### config.mk
export PLATFORM = sky130hd
export DESIGN_NAME = mem_block_mover_flat
export DESIGN_NICKNAME = d
export VERILOG_FILES = /design/src/rtl/mem_block_mover_if.sv /design/src/rtl/mem_block_mover.sv /design/src/flat_wrapper.sv
export SDC_FILE = /design/constraint.sdc
export NUM_CORES = 1
export LEC_CHECK = 0
export CORE_ASPECT_RATIO = 1.75
export CORE_UTILIZATION = 45
export CTS_CLUSTER_DIAMETER = 150
export CTS_CLUSTER_SIZE = 24
export DETAILED_ROUTE_END_ITERATION = 6
export GPL_TIMING_DRIVEN = 0
export PLACE_DENSITY = 0.72
export REMOVE_ABC_BUFFERS = 1
export SYNTH_ARGS = -nofsm -noshare
export SYNTH_HDL_FRONTEND = slang
export SYNTH_SLANG_ARGS = --single-unit
### constraint.sdc
create_clock -name clk -period 2.51 [get_ports clk]
set_clock_uncertainty 0.2 [all_clocks]
set_input_delay 0.251 -clock clk [delete_from_list [all_inputs] [get_ports clk]]
set_output_delay 0.251 -clock clk [all_outputs]
set_load 0.01 [all_outputs]
### src/rtl/mem_block_mover_if.sv
// ============================================================================
// Module      : mem_block_mover_if
// Description : Data-memory bus between the block mover (master) and the
//               256-byte data memory (slave).
// Revision    : 1.0 - initial release
// ============================================================================
`default_nettype none

interface mem_block_mover_if #(
    parameter int ADDR_W = 8,
    parameter int DATA_W = 8
);
    logic [ADDR_W-1:0] mem_address;
    logic              mem_write_enable;
    logic [DATA_W-1:0] mem_wdata;
    logic [DATA_W-1:0] mem_rdata;

    modport master (
        output mem_address,
        output mem_write_enable,
        output mem_wdata,
        input  mem_rdata
    );

    modport slave (
        input  mem_address,
        input  mem_write_enable,
        input  mem_wdata,
        output mem_rdata
    );
endinterface

`default_nettype wire

### src/rtl/mem_block_mover.sv
// ============================================================================
// Module      : mem_block_mover
// Description : Block copy / block fill bus initiator for the data memory.
//               Optional running checksum of written bytes, enabled by the
//               macro MEM_BLOCK_MOVER_CHECKSUM_EN.
// Revision    : 1.0 - initial release
// ============================================================================
`default_nettype none

module mem_block_mover #(
    parameter int ADDR_W = 8,
    parameter int DATA_W = 8
) (
    input  wire logic              clk,
    input  wire logic              reset_n,
    input  wire logic              start,
    input  wire logic              mode,
    input  wire logic [ADDR_W-1:0] src_addr,
    input  wire logic [ADDR_W-1:0] dst_addr,
    input  wire logic [ADDR_W-1:0] length,
    input  wire logic [DATA_W-1:0] fill_value,
    output logic                   busy,
    output logic                   done,
    mem_block_mover_if.master      mem
`ifdef MEM_BLOCK_MOVER_CHECKSUM_EN
    ,
    output logic [DATA_W-1:0]      checksum
`endif
);

    typedef enum logic [1:0] {
        S_IDLE  = 2'd0,
        S_READ  = 2'd1,
        S_WRITE = 2'd2,
        S_DONE  = 2'd3
    } state_t;

    localparam logic [ADDR_W-1:0] c_one = ADDR_W'(1);

    state_t            r_state;
    state_t            w_next;
    logic [ADDR_W-1:0] r_src_ptr;
    logic [ADDR_W-1:0] r_dst_ptr;
    logic [ADDR_W-1:0] r_remaining;
    logic [DATA_W-1:0] r_data;
    logic [DATA_W-1:0] r_fill;
    logic              r_mode;
    logic [DATA_W-1:0] w_wdata;

    always_ff @(posedge clk or negedge reset_n) begin
        if (!reset_n) begin
            r_state <= S_IDLE;
        end else begin
            r_state <= w_next;
        end
    end

    // Bus outputs decode only from registered state so they settle well
    // before the memory's negedge sample; reset drops write_enable at once.
    always_comb begin
        w_next               = r_state;
        busy                 = 1'b0;
        done                 = 1'b0;
        mem.mem_address      = '0;
        mem.mem_write_enable = 1'b0;
        mem.mem_wdata        = '0;
        w_wdata              = r_mode ? r_fill : r_data;
        case (r_state)
            S_IDLE: begin
                if (start) begin
                    if (length == '0) begin
                        w_next = S_DONE;
                    end else if (mode) begin
                        w_next = S_WRITE;
                    end else begin
                        w_next = S_READ;
                    end
                end
            end
            S_READ: begin
                busy            = 1'b1;
                mem.mem_address = r_src_ptr;
                w_next          = S_WRITE;
            end
            S_WRITE: begin
                busy                 = 1'b1;
                mem.mem_address      = r_dst_ptr;
                mem.mem_write_enable = 1'b1;
                mem.mem_wdata        = w_wdata;
                if (r_remaining == c_one) begin
                    w_next = S_DONE;
                end else if (r_mode) begin
                    w_next = S_WRITE;
                end else begin
                    w_next = S_READ;
                end
            end
            S_DONE: begin
                done   = 1'b1;
                w_next = S_IDLE;
            end
            default: w_next = S_IDLE;
        endcase
    end

    always_ff @(posedge clk or negedge reset_n) begin
        if (!reset_n) begin
            r_src_ptr   <= '0;
            r_dst_ptr   <= '0;
            r_remaining <= '0;
            r_data      <= '0;
            r_fill      <= '0;
            r_mode      <= 1'b0;
        end else begin
            case (r_state)
                S_IDLE: begin
                    if (start) begin
                        r_src_ptr   <= src_addr;
                        r_dst_ptr   <= dst_addr;
                        r_remaining <= length;
                        r_fill      <= fill_value;
                        r_mode      <= mode;
                    end
                end
                S_READ: begin
                    r_data <= mem.mem_rdata;
                end
                S_WRITE: begin
                    // Pointers wrap naturally at the address width.
                    r_dst_ptr   <= r_dst_ptr + c_one;
                    r_remaining <= r_remaining - c_one;
                    if (!r_mode) begin
                        r_src_ptr <= r_src_ptr + c_one;
                    end
                end
                default: ;
            endcase
        end
    end

`ifdef MEM_BLOCK_MOVER_CHECKSUM_EN
    always_ff @(posedge clk or negedge reset_n) begin
        if (!reset_n) begin
            checksum <= '0;
        end else if (r_state == S_IDLE && start) begin
            checksum <= '0;
        end else if (r_state == S_WRITE) begin
            checksum <= checksum + w_wdata;
        end
    end
`endif

endmodule

`default_nettype wire

### src/flat_wrapper.sv
// flat-port wrapper written by rule: the top's interface ports become plain ports
module mem_block_mover_flat 
#(
    parameter int ADDR_W = 8,
    parameter int DATA_W = 8
)
  (clk, reset_n, start, mode, src_addr, dst_addr, length, fill_value, busy, done, mem_mem_address, mem_mem_write_enable, mem_mem_wdata, mem_mem_rdata);
  mem_block_mover_if #(.ADDR_W(ADDR_W), .DATA_W(DATA_W)) mem_i ();
  input  wire logic clk;
  input  wire logic reset_n;
  input  wire logic start;
  input  wire logic mode;
  input  wire logic [ADDR_W-1:0] src_addr;
  input  wire logic [ADDR_W-1:0] dst_addr;
  input  wire logic [ADDR_W-1:0] length;
  input  wire logic [DATA_W-1:0] fill_value;
  output logic busy;
  output logic done;
  output wire logic [$bits(mem_i.mem_address)-1:0] mem_mem_address;
  output wire logic [$bits(mem_i.mem_write_enable)-1:0] mem_mem_write_enable;
  output wire logic [$bits(mem_i.mem_wdata)-1:0] mem_mem_wdata;
  input wire logic [$bits(mem_i.mem_rdata)-1:0] mem_mem_rdata;
  assign mem_mem_address = mem_i.mem_address;
  assign mem_mem_write_enable = mem_i.mem_write_enable;
  assign mem_mem_wdata = mem_i.mem_wdata;
  assign mem_i.mem_rdata = mem_mem_rdata;
  mem_block_mover #(.ADDR_W(ADDR_W), .DATA_W(DATA_W)) u_core (.clk(clk), .reset_n(reset_n), .start(start), .mode(mode), .src_addr(src_addr), .dst_addr(dst_addr), .length(length), .fill_value(fill_value), .busy(busy), .done(done), .mem(mem_i));
endmodule
==> run metrics <==
wl on met1 2710 µm; Crit. End Element primary output; Area growth syn-to-layout 33.4%; io pins 63; final net count 410; number of global-route vias before repair 2440; status finished clean; CP delay by family, top buffers and inverters; Final Slew Violations 0; initial antenna violation count 0; CTS tree done; First-pass DRT Iterations 4; largest net degree at the start of global routing 32; Avg Cell Area, Syn 9.09 µm²; number of synthesized register bits 43; share of layout cells above drive strength 1 14.0%; cell count along the critical path 6; Via density 5.63; synthesized cell area 2700 µm²; area occupied by multi-input gates 1510 µm²; Worst-Margin Slew 655 ps; count of input and output buffers 62; number of diodes 0; number of buffers created by CTS 5; Routed met2 length 3630 µm; Max Buffers Root-to-Sink 2; Final Wtd Congestion 0.800; CP Max Fanout 22; maxcap violations 0; Starting Density 46.3%; Cell Rows 37; aggregate global-route resource usage 24.0%; DRT Wirelength 6710 µm; WP data required 2060 ps; htree depth 2; clock latency on the worst-skew pair 300 ps; first-pass GRT wire length 11500 µm; DRC violations left 0; worst hold slack 248 ps; Die Area 6330 µm²; Max Used Layer met4; Yosys cell types 40; Reg area 1080 µm²; Crit-path slowest cell clkdlybuf4s50_1; Worst Hold Class in2async; Vias 2454; drt initial violations 137; Synth warnings 0; Arr. time, crit path 1980 ps; Final Hold Viols 0; # setup viols final 0; total gr overflow 0; post-synthesis sequential area ratio 39.9%; Reg2Reg Depth 5; Clock transition at path regs 90 ps; RSZ-0062 raised after global routing false; die width 60.6 µm; DP HPWL 4550 µm; cells along the critical path inv_4, ha_4, buf_12, a22oi_1, nor2b_1, clkdlybuf4s50_1; detail-routed net length per standard cell 15.4 µm; critical path launch point type flip-flop; Cells after Synth 297; met3 WL 241 µm; core area 5830 µm²; fin crit share 96.7%; fmax 412 MHz; remaining antenna violation count 0; Worst Setup Path Type reg2out; buffers and inverters on the worst path 3; IR drop worst, VDD 632 µV; filler cell count 539; DIE HEIGHT 104 µm; Final min period 2430 ps; Power Dens Cells 1260 nW/µm²; Slew Limit Headroom 56.2%; clk sinks 43; Leakage 0.00155 µW; slowest stage delay, CP 560 ps; clk root buf clkbuf_8; Finished Core Util 61.8%
layout by cell type, fill, tap and decap left out, types with 2 or more instances in the layout:
cell | synthesis | routed
clkdlybuf4s50_1 | 0 | 56
dfrtp_1 | 43 | 41
nand2_1 | 24 | 23
nor2_1 | 23 | 23
o21ai_0 | 18 | 18
mux2_2 | 18 | 18
mux2i_1 | 17 | 17
a21oi_1 | 17 | 17
inv_1 | 18 | 16
nand3_1 | 14 | 14
o22ai_1 | 14 | 14
a31oi_1 | 11 | 11
nor2b_1 | 7 | 7
buf_4 | 0 | 7
a22oi_1 | 6 | 6
ha_1 | 9 | 6
clkbuf_8 | 0 | 5
o22a_1 | 4 | 4
and3_1 | 3 | 3
nor4_1 | 3 | 3
and4b_1 | 3 | 3
ha_4 | 0 | 3
dlymetal6s2s_1 | 0 | 3
a21boi_0 | 2 | 2
nor3_1 | 2 | 2
a221oi_1 | 2 | 2
nand2b_1 | 3 | 2
nor3b_1 | 2 | 2
clkinvlp_4 | 0 | 2
buf_12 | 0 | 2
dlygate4sd2_1 | 0 | 2
dfrtp_2 | 0 | 2
cells in the mapped netlist, drive strengths merged:
cell type,number,share of area (%)
a2bb2oi,1,0.32
nand3,14,2.6
ha,9,4.2
nand2,24,3.3
inv,18,2.5
a21boi,2,0.56
nor2b,7,1.6
o211a,1,0.37
and4b,3,1.1
clkbuf,8,1.1
and3,3,0.70
o21ai,19,3.5
nor4,3,0.70
and4,1,0.32
a221o,1,0.37
nand4,1,0.23
nor3,3,0.74
nand2b,3,0.70
o22ai,14,3.2
a21o,1,0.32
a31oi,11,2.5
mux2,18,7.5
or3,1,0.23
dfrtp,43,40
o221ai,1,0.32
nor4bb,1,0.37
a211oi,1,0.28
nor2,23,3.2
a22oi,6,1.7
o22a,4,1.3
a221oi,2,0.65
a21oi,17,3.2
nor4b,1,0.56
buf,12,2.5
mux2i,18,6.8
nor3b,2,0.56
cell families (layout without fill, tap and decap cells):
group / after synthesis / after routing / synth area share (%)
flops: 43 / 43 / 39.9
mux: 36 / 36 / 14.3
buf+inv: 38 / 99 / 6.07
simple gates: 90 / 90 / 17.0
compound gates: 81 / 81 / 18.6
fa+ha+maj: 9 / 9 / 4.17
flip-flops by register name, indices dropped and copies added, names as in the netlist:
name                cells
u_core.r_data           8
u_core.r_dst_ptr        8
u_core.r_fill           8
u_core.r_mode           1
u_core.r_remaining      8
u_core.r_src_ptr        8
u_core.r_state          2
power by group:
part	switching (µW)	internal, µW
registers	400	1050
clock network	254	194
logic	1250	1400
final timing paths:
| kind | end | slack [ps] | startpoint |
|---|---|---|---|
| setup / recovery | mem_mem_address[7] | 80 | u_core.r_state[0] |
| hold / removal | u_core.r_dst_ptr[2] | 250 | reset_n |
| setup reg to reg | u_core.r_state[1] | 180 | u_core.r_state[1] |
| hold reg to reg | u_core.r_remaining[1] | 310 | u_core.r_remaining[1] |
| max in group asynchronous | u_core.r_state[0] | 1340 | reset_n |
| min in group clk | u_core.r_remaining[1] | 310 | u_core.r_remaining[1] |
layer usage:
metal  global-route usage (%)  vias to the layer above
met4                     9.58                        0
li1                         -                     1193
met2                     41.3                       59
met1                     28.9                     1190
met3                     3.11                       12
met5                        0                        -
what timing repair did:
action                                  in CTS  in global routing
buffers inserted                             2                  5
gates cloned                                 1                  0
hold endpoints to repair                    19                  0
hold buffers                                 1                  0
pin swaps                                    0                  0
endpoints found under the setup margin      52                 15
resized for setup                           13                  5
area by class of cell:
type                       count  area share, %
sequential                    43           29.9
clock buffer                   5           1.91
multi-input combinational    216           42.0
timing repair buffer          73           21.0
tap                           78           2.71
inverter                      18           1.95
clock inverter                 3          0.556
per-stage QoR:
stage / cells / setup TNS [ps] / setup WS (ps) / power (µW) / instance area (µm²)
2_1_floorplan: 277 / -4960 / -507 / 2950 / 2600
3_5_place_dp: 419 / -14990 / -786 / 3840 / 3360
5_1_grt: 436 / 0 / 15.7 / 4920 / 3600
4_1_cts: 431 / 0 / 5.30 / 4490 / 3550
3_3_place_gp: 417 / -53500 / -1420 / 3730 / 3320
6_report: 436 / 0 / 82.9 / 4540 / 3600
No activity file was read; power rests on OpenSTA's default activity.
